===== config.mk =====
export PLATFORM = sky130hd
export DESIGN_NAME = i2s_in_arb
export DESIGN_NICKNAME = d
export VERILOG_FILES = /design/src/rtl/i2s_in_arb.sv
export SDC_FILE = /design/constraint.sdc
export NUM_CORES = 1
export LEC_CHECK = 0
export ABC_AREA = 1
export BUFFER_PORTS_ARGS = -buffer_cell sky130_fd_sc_hd__buf_2
export CAP_MARGIN = 20
export CORE_MARGIN = 8
export CORE_UTILIZATION = 30
export DETAILED_ROUTE_END_ITERATION = 16
export GPL_ROUTABILITY_DRIVEN = 0
export PLACE_DENSITY_LB_ADDON = 0.25
export SETUP_SLACK_MARGIN = 0.3
export SYNTH_ARGS = -nofsm -noshare
export SYNTH_HDL_FRONTEND = slang
export SYNTH_SLANG_ARGS = --single-unit

===== constraint.sdc =====
create_clock -name clk -period 7.7 [get_ports clk]
set_input_delay 1.54 -clock clk [delete_from_list [all_inputs] [get_ports clk]]
set_output_delay 1.54 -clock clk [all_outputs]
set_load 0.01 [all_outputs]

===== src/rtl/i2s_in_arb.sv =====
// Round-robin merge of per-port i2s_in sample streams into one back-pressurable AXI stream.
// Optional build macro I2S_IN_ARB_DROP_CNT_EN adds per-port saturating drop counters.
module i2s_in_arb #(
  parameter int unsigned PORTS      = 16,
  parameter int unsigned DATA_WIDTH = 32
) (
  input  logic                          clk,
  input  logic                          reset,
  input  logic [PORTS-1:0]              s_axis_tvalid,
  input  logic [PORTS*DATA_WIDTH-1:0]   s_axis_tdata,
  input  logic [PORTS-1:0]              s_axis_tlast,
  output logic                          m_axis_tvalid,
  input  logic                          m_axis_tready,
  output logic [DATA_WIDTH-1:0]         m_axis_tdata,
  output logic                          m_axis_tlast,
  output logic [$clog2(PORTS)-1:0]      m_axis_tid,
  output logic [3:0]                    m_axis_tdest,
  input  logic [PORTS-1:0]              i_enable,
  input  logic [4*PORTS-1:0]            i_dst_fpga_index,
  input  logic                          i_clear,
  output logic [PORTS-1:0]              o_overflow,
  input  logic [$clog2(PORTS)-1:0]      i_cnt_sel,
  output logic [7:0]                    o_drop_cnt
);

  localparam int unsigned IDW = $clog2(PORTS);

  logic [DATA_WIDTH:0]   r_mem [PORTS][2];
  logic [1:0]            r_cnt [PORTS];
  logic [IDW-1:0]        r_rr;
  logic                  r_ovalid;
  logic [DATA_WIDTH-1:0] r_odata;
  logic                  r_olast;
  logic [IDW-1:0]        r_otid;
  logic [3:0]            r_odest;
  logic [PORTS-1:0]      r_ovf;

  logic [PORTS-1:0]      w_push;
  logic [PORTS-1:0]      w_pop;
  logic [PORTS-1:0]      w_drop;
  logic [PORTS-1:0]      w_acc;
  logic                  w_found;
  logic                  w_load;
  logic [IDW-1:0]        w_win;
  logic [IDW-1:0]        w_idx;

  // First eligible port at or after the round-robin pointer.
  always_comb begin
    w_found = 1'b0;
    w_win   = '0;
    w_idx   = '0;
    for (int unsigned k = 0; k < PORTS; k++) begin
      w_idx = r_rr + IDW'(k);
      if (!w_found && (r_cnt[w_idx] != 2'd0) && i_enable[w_idx]) begin
        w_found = 1'b1;
        w_win   = w_idx;
      end
    end
  end

  assign w_load = w_found & (~r_ovalid | m_axis_tready);

  always_comb begin
    w_push = '0;
    w_pop  = '0;
    w_drop = '0;
    w_acc  = '0;
    for (int unsigned p = 0; p < PORTS; p++) begin
      w_push[p] = s_axis_tvalid[p] & i_enable[p];
      w_pop[p]  = w_load && (w_win == IDW'(p));
      w_drop[p] = w_push[p] && (r_cnt[p] == 2'd2) && !w_pop[p];
      w_acc[p]  = w_push[p] && !w_drop[p];
    end
  end

  always_ff @(posedge clk) begin
    for (int unsigned p = 0; p < PORTS; p++) begin
      if (reset || !i_enable[p]) begin
        r_cnt[p] <= 2'd0;
      end else begin
        r_cnt[p] <= r_cnt[p] + {1'b0, w_acc[p]} - {1'b0, w_pop[p]};
      end
    end
  end

  // Shift FIFO with entry 0 as head; on pop+push the later write to entry 0 wins when count is 1.
  always_ff @(posedge clk) begin
    for (int unsigned p = 0; p < PORTS; p++) begin
      if (w_pop[p]) begin
        r_mem[p][0] <= r_mem[p][1];
        if (w_acc[p]) begin
          if (r_cnt[p] == 2'd2) begin
            r_mem[p][1] <= {s_axis_tlast[p], s_axis_tdata[p*DATA_WIDTH +: DATA_WIDTH]};
          end else begin
            r_mem[p][0] <= {s_axis_tlast[p], s_axis_tdata[p*DATA_WIDTH +: DATA_WIDTH]};
          end
        end
      end else if (w_acc[p]) begin
        r_mem[p][r_cnt[p][0]] <= {s_axis_tlast[p], s_axis_tdata[p*DATA_WIDTH +: DATA_WIDTH]};
      end
    end
  end

  always_ff @(posedge clk) begin
    if (reset) begin
      r_ovalid <= 1'b0;
      r_odata  <= '0;
      r_olast  <= 1'b0;
      r_otid   <= '0;
      r_odest  <= '0;
      r_rr     <= '0;
    end else begin
      if (w_load) begin
        r_ovalid <= 1'b1;
        r_odata  <= r_mem[w_win][0][DATA_WIDTH-1:0];
        r_olast  <= r_mem[w_win][0][DATA_WIDTH];
        r_otid   <= w_win;
        r_odest  <= i_dst_fpga_index[4*w_win +: 4];
        r_rr     <= w_win + 1'b1;
      end else if (m_axis_tready) begin
        r_ovalid <= 1'b0;
      end
    end
  end

  always_ff @(posedge clk) begin
    if (reset || i_clear) begin
      r_ovf <= '0;
    end else begin
      r_ovf <= r_ovf | w_drop;
    end
  end

`ifdef I2S_IN_ARB_DROP_CNT_EN
  logic [7:0] r_drop [PORTS];

  always_ff @(posedge clk) begin
    for (int unsigned p = 0; p < PORTS; p++) begin
      if (reset || i_clear) begin
        r_drop[p] <= '0;
      end else if (w_drop[p] && (r_drop[p] != 8'hFF)) begin
        r_drop[p] <= r_drop[p] + 8'd1;
      end
    end
  end

  assign o_drop_cnt = r_drop[i_cnt_sel];
`else
  logic w_unused_cnt_sel;
  assign w_unused_cnt_sel = ^i_cnt_sel;
  assign o_drop_cnt       = '0;
`endif

  assign m_axis_tvalid = r_ovalid;
  assign m_axis_tdata  = r_odata;
  assign m_axis_tlast  = r_olast;
  assign m_axis_tid    = r_otid;
  assign m_axis_tdest  = r_odest;
  assign o_overflow    = r_ovf;

endmodule


==> metrics list <==
- The flow ran to the end, and the final reports show no timing, DRC or antenna violations.
* Final clock period utilization by the worst path: 80.47%
- Across all layers, the routed design uses 43250 vias.
- Final Max Tran Viols: 0
- Vias in the first global route: 41960
* Syn Inst Count: 5687
* Number of nets still failing antenna checks after routing: 0
* Row cnt: 155
- Post-synthesis sequential element count: 1154
- After synthesis, the most frequently instantiated cells are sky130_fd_sc_hd__nand2_1, sky130_fd_sc_hd__edfxtp_1, sky130_fd_sc_hd__nand3_1, sky130_fd_sc_hd__inv_1, sky130_fd_sc_hd__nor2_1.
* Worst setup slack for register-to-register paths: 1500 ps
* EDFF count, synth: 1056
* Clock buffers created by TritonCTS: 131
- In this design, the stage delay of the slowest critical-path cell is 800 ps.
- Avg WL per Cell: 25.98 µm
* Setup repair after global routing missed its margin: no
- Along the worst path, the maximum fanout reaches 101.
- In the synthesized netlist the dominant register cell turns out to be sky130_fd_sc_hd__edfxtp_1.
- Clock root buffer: sky130_fd_sc_hd__clkbuf_16
- Summed over all nets, the half-perimeter wirelength after detailed placement is 171.1 mm.
* Wire length of the first global-routing pass: 313.5 mm
- Synth top area cells: sky130_fd_sc_hd__edfxtp_1, sky130_fd_sc_hd__nand2_1, sky130_fd_sc_hd__nand3_1
- For this design, the CTS-stage hold fixing added 0 buffers.
* Number of hold violations in the final report: 0
* DR iter-0 viols: 4261
- TritonCTS sink count: 1154
- Asr flop ratio synth: 0%
- The clock period could shrink to 6196 ps.
* Hold crit path type: flop to flop
* First-pass detailed-route iteration total: 6
- In the final layout, the share of cells above drive strength 1 is 17.32%.
- Level count of the clock H-tree: 4
- For this run, the total global-route usage over all layers was measured as 22.83%.
- Setup violators final: 0
- P&R area growth vs syn: 19.46%
- Largest area contributor in the netlist: sky130_fd_sc_hd__edfxtp_1
- Crit Path Category: flop to flop
- Each instance of the synthesized netlist takes up on average 9.427 µm².
* Distinct cells, synth: 52
- After clock tree synthesis, the clock-pin slew on the worst setup and hold paths is 60 ps.
- TNS Setup: 0 ps
- Port-buffer cells: 685
* Layout Nets: 6986
* Number of remaining DRC errors: 0
* Clock tree skew after final layout: 24.61 ps
* Worst EP arrival: 6910 ps
- The floorplan step defined a core boundary enclosing 178000 µm².
* Portion of the post-synthesis area used by sequential elements: 62.81%
- The number of antenna violations at the first check in global routing was 89.
- Required time of the critical path: 8410 ps
- Measured against its own limit, the worst slew margin works out to 24.11%.
- The die covers 192500 µm².
- STA classifies the critical path endpoint as a flop.
* Measured slew at the worst slew-check pin: 1138 ps
* Initial cell density of the core: 30.11%
- Worst Setup Start Kind: flop
- After detailed routing, the total wire length is 229.1 mm.
* Cell with the biggest individual delay on the critical path: sky130_fd_sc_hd__ha_1
* Buffers from clock root to sink, at most: 3
- Post-CTS resize count: 0
* Die Height: 438.7 µm
- Entering global routing, the biggest net connects 102 pins.
* Clock latency at the later pin of the worst-skew pair: 780 ps
- CTS tree: yes
* I/O pin count: 698
- Among all cell types in the netlist, the one instantiated most often is sky130_fd_sc_hd__nand2_1.
* Syn Std Cell Area: 53610 µm²
- After detailed routing, the number of vias per cell comes to 4.905.
- Die width: 438.7 µm
* Maximum clock frequency: 161.4 MHz
- Post-synth top area share: 59.15%
- The tool flagged a number of max-cap violations equal to 0.
- Count of synthesis-stage warnings from yosys: 0
- Overflow left after global routing: 0
- After clock tree synthesis, the setup repair step added 0 buffers.
* Most frequent cell on the critical path: sky130_fd_sc_hd__nand2_1
registers in the layout, summed over array words and instances (netlist names), named ones only:
| name | cells |
|---|---|
| r_mem | 1056 |
| m_axis_tdata | 32 |
| r_cnt | 32 |
| o_overflow | 16 |
| m_axis_tdest | 4 |
| m_axis_tid | 4 |
| r_rr | 4 |
| m_axis_tlast | 1 |
| m_axis_tvalid | 1 |
cell families after synthesis:
kind of cell    count (synthesis)  share of synthesized area (%)
simple gates                 3670                          28.36
buf+inv                       526                          4.479
fa+ha+maj                      37                         0.8636
compound gates                260                          2.752
other cells                     1                       0.006995
xor+xnor                       35                         0.6488
flops                        1154                          62.81
mux                             4                        0.07702
placed cells by master (no fill, tap or decap), drive strengths merged, types with 2 or more instances in the layout:
cell and n:
a21boi 11, a21oi 45, a31oi 14, and2 2, and3 28, buf 797
bufinv 6, clkbuf 177, clkinv 51, conb 8, dfxtp 98, diode 46
edfxtp 1056, ha 37, inv 216, mux2i 3, nand2 2654, nand3 774
nand4 22, nor2 180, nor3 9, o211ai 8, o21a 2, o21ai 168
o22ai 2, o31ai 8, xnor2 15, xor2 20
final cells by class:
cell class / count / area [µm²]
fill: 18270 / 114000
sequential: 1154 / 33670
multi-input combinational: 4014 / 17860
timing repair buffer: 797 / 4557
clock buffer: 177 / 3575
tap: 2355 / 2947
inverter: 219 / 827.0
clock inverter: 54 / 491.7
antenna: 46 / 115.1
stage by stage:
stage          setup slack, ps  cells  area (µm²)  utilization (%)  hold slack, ps
4_1_cts                   1608   8770       63930            35.91           458.1
6_report                  1504   8816       64040            35.97           461.8
3_5_place_dp              1195   8539       59860            33.62           449.5
5_1_grt                   1180   8788       63970            35.93           479.5
2_1_floorplan            922.0   5694       53640                -           474.0
3_3_place_gp              1276   8537       59820            33.60           444.3
worst paths after layout:
path,startpoint,endpoint,depth (start not counted)
worst max-delay path,r_rr[1],m_axis_tdata[8],32
worst min-delay path,o_overflow[5],o_overflow[5],2
worst max register to register,r_rr[1],m_axis_tdata[8],32
worst min register to register,o_overflow[5],o_overflow[5],2
routing by layer:
| layer | GRT usage [%] | wire, µm | share of wire (%) | vias to the layer above |
|---|---|---|---|---|
| met4 | 14.98 | 18220 | 8.0 | 22 |
| met2 | 39.26 | 112500 | 49 | 1755 |
| met3 | 4.309 | 14570 | 6.4 | 493 |
| met5 | 0 | 138 | 0.060 | - |
| met1 | 25.89 | 83680 | 37 | 20680 |
| li1 | - | - | - | 20300 |
critical path, delay by kind of cell, from the launching register on:
family	cells	cell delay, ps
adder cells (fa/ha/maj)	1	800
AO/OA/AOI/OAI	1	110
buffers and inverters	7	1580
AND/OR/NAND/NOR	23	3000
flip-flops	1	340
Power is not shown: default switching activity piles up to over one toggle a cycle in this logic, so the estimate is an artifact.
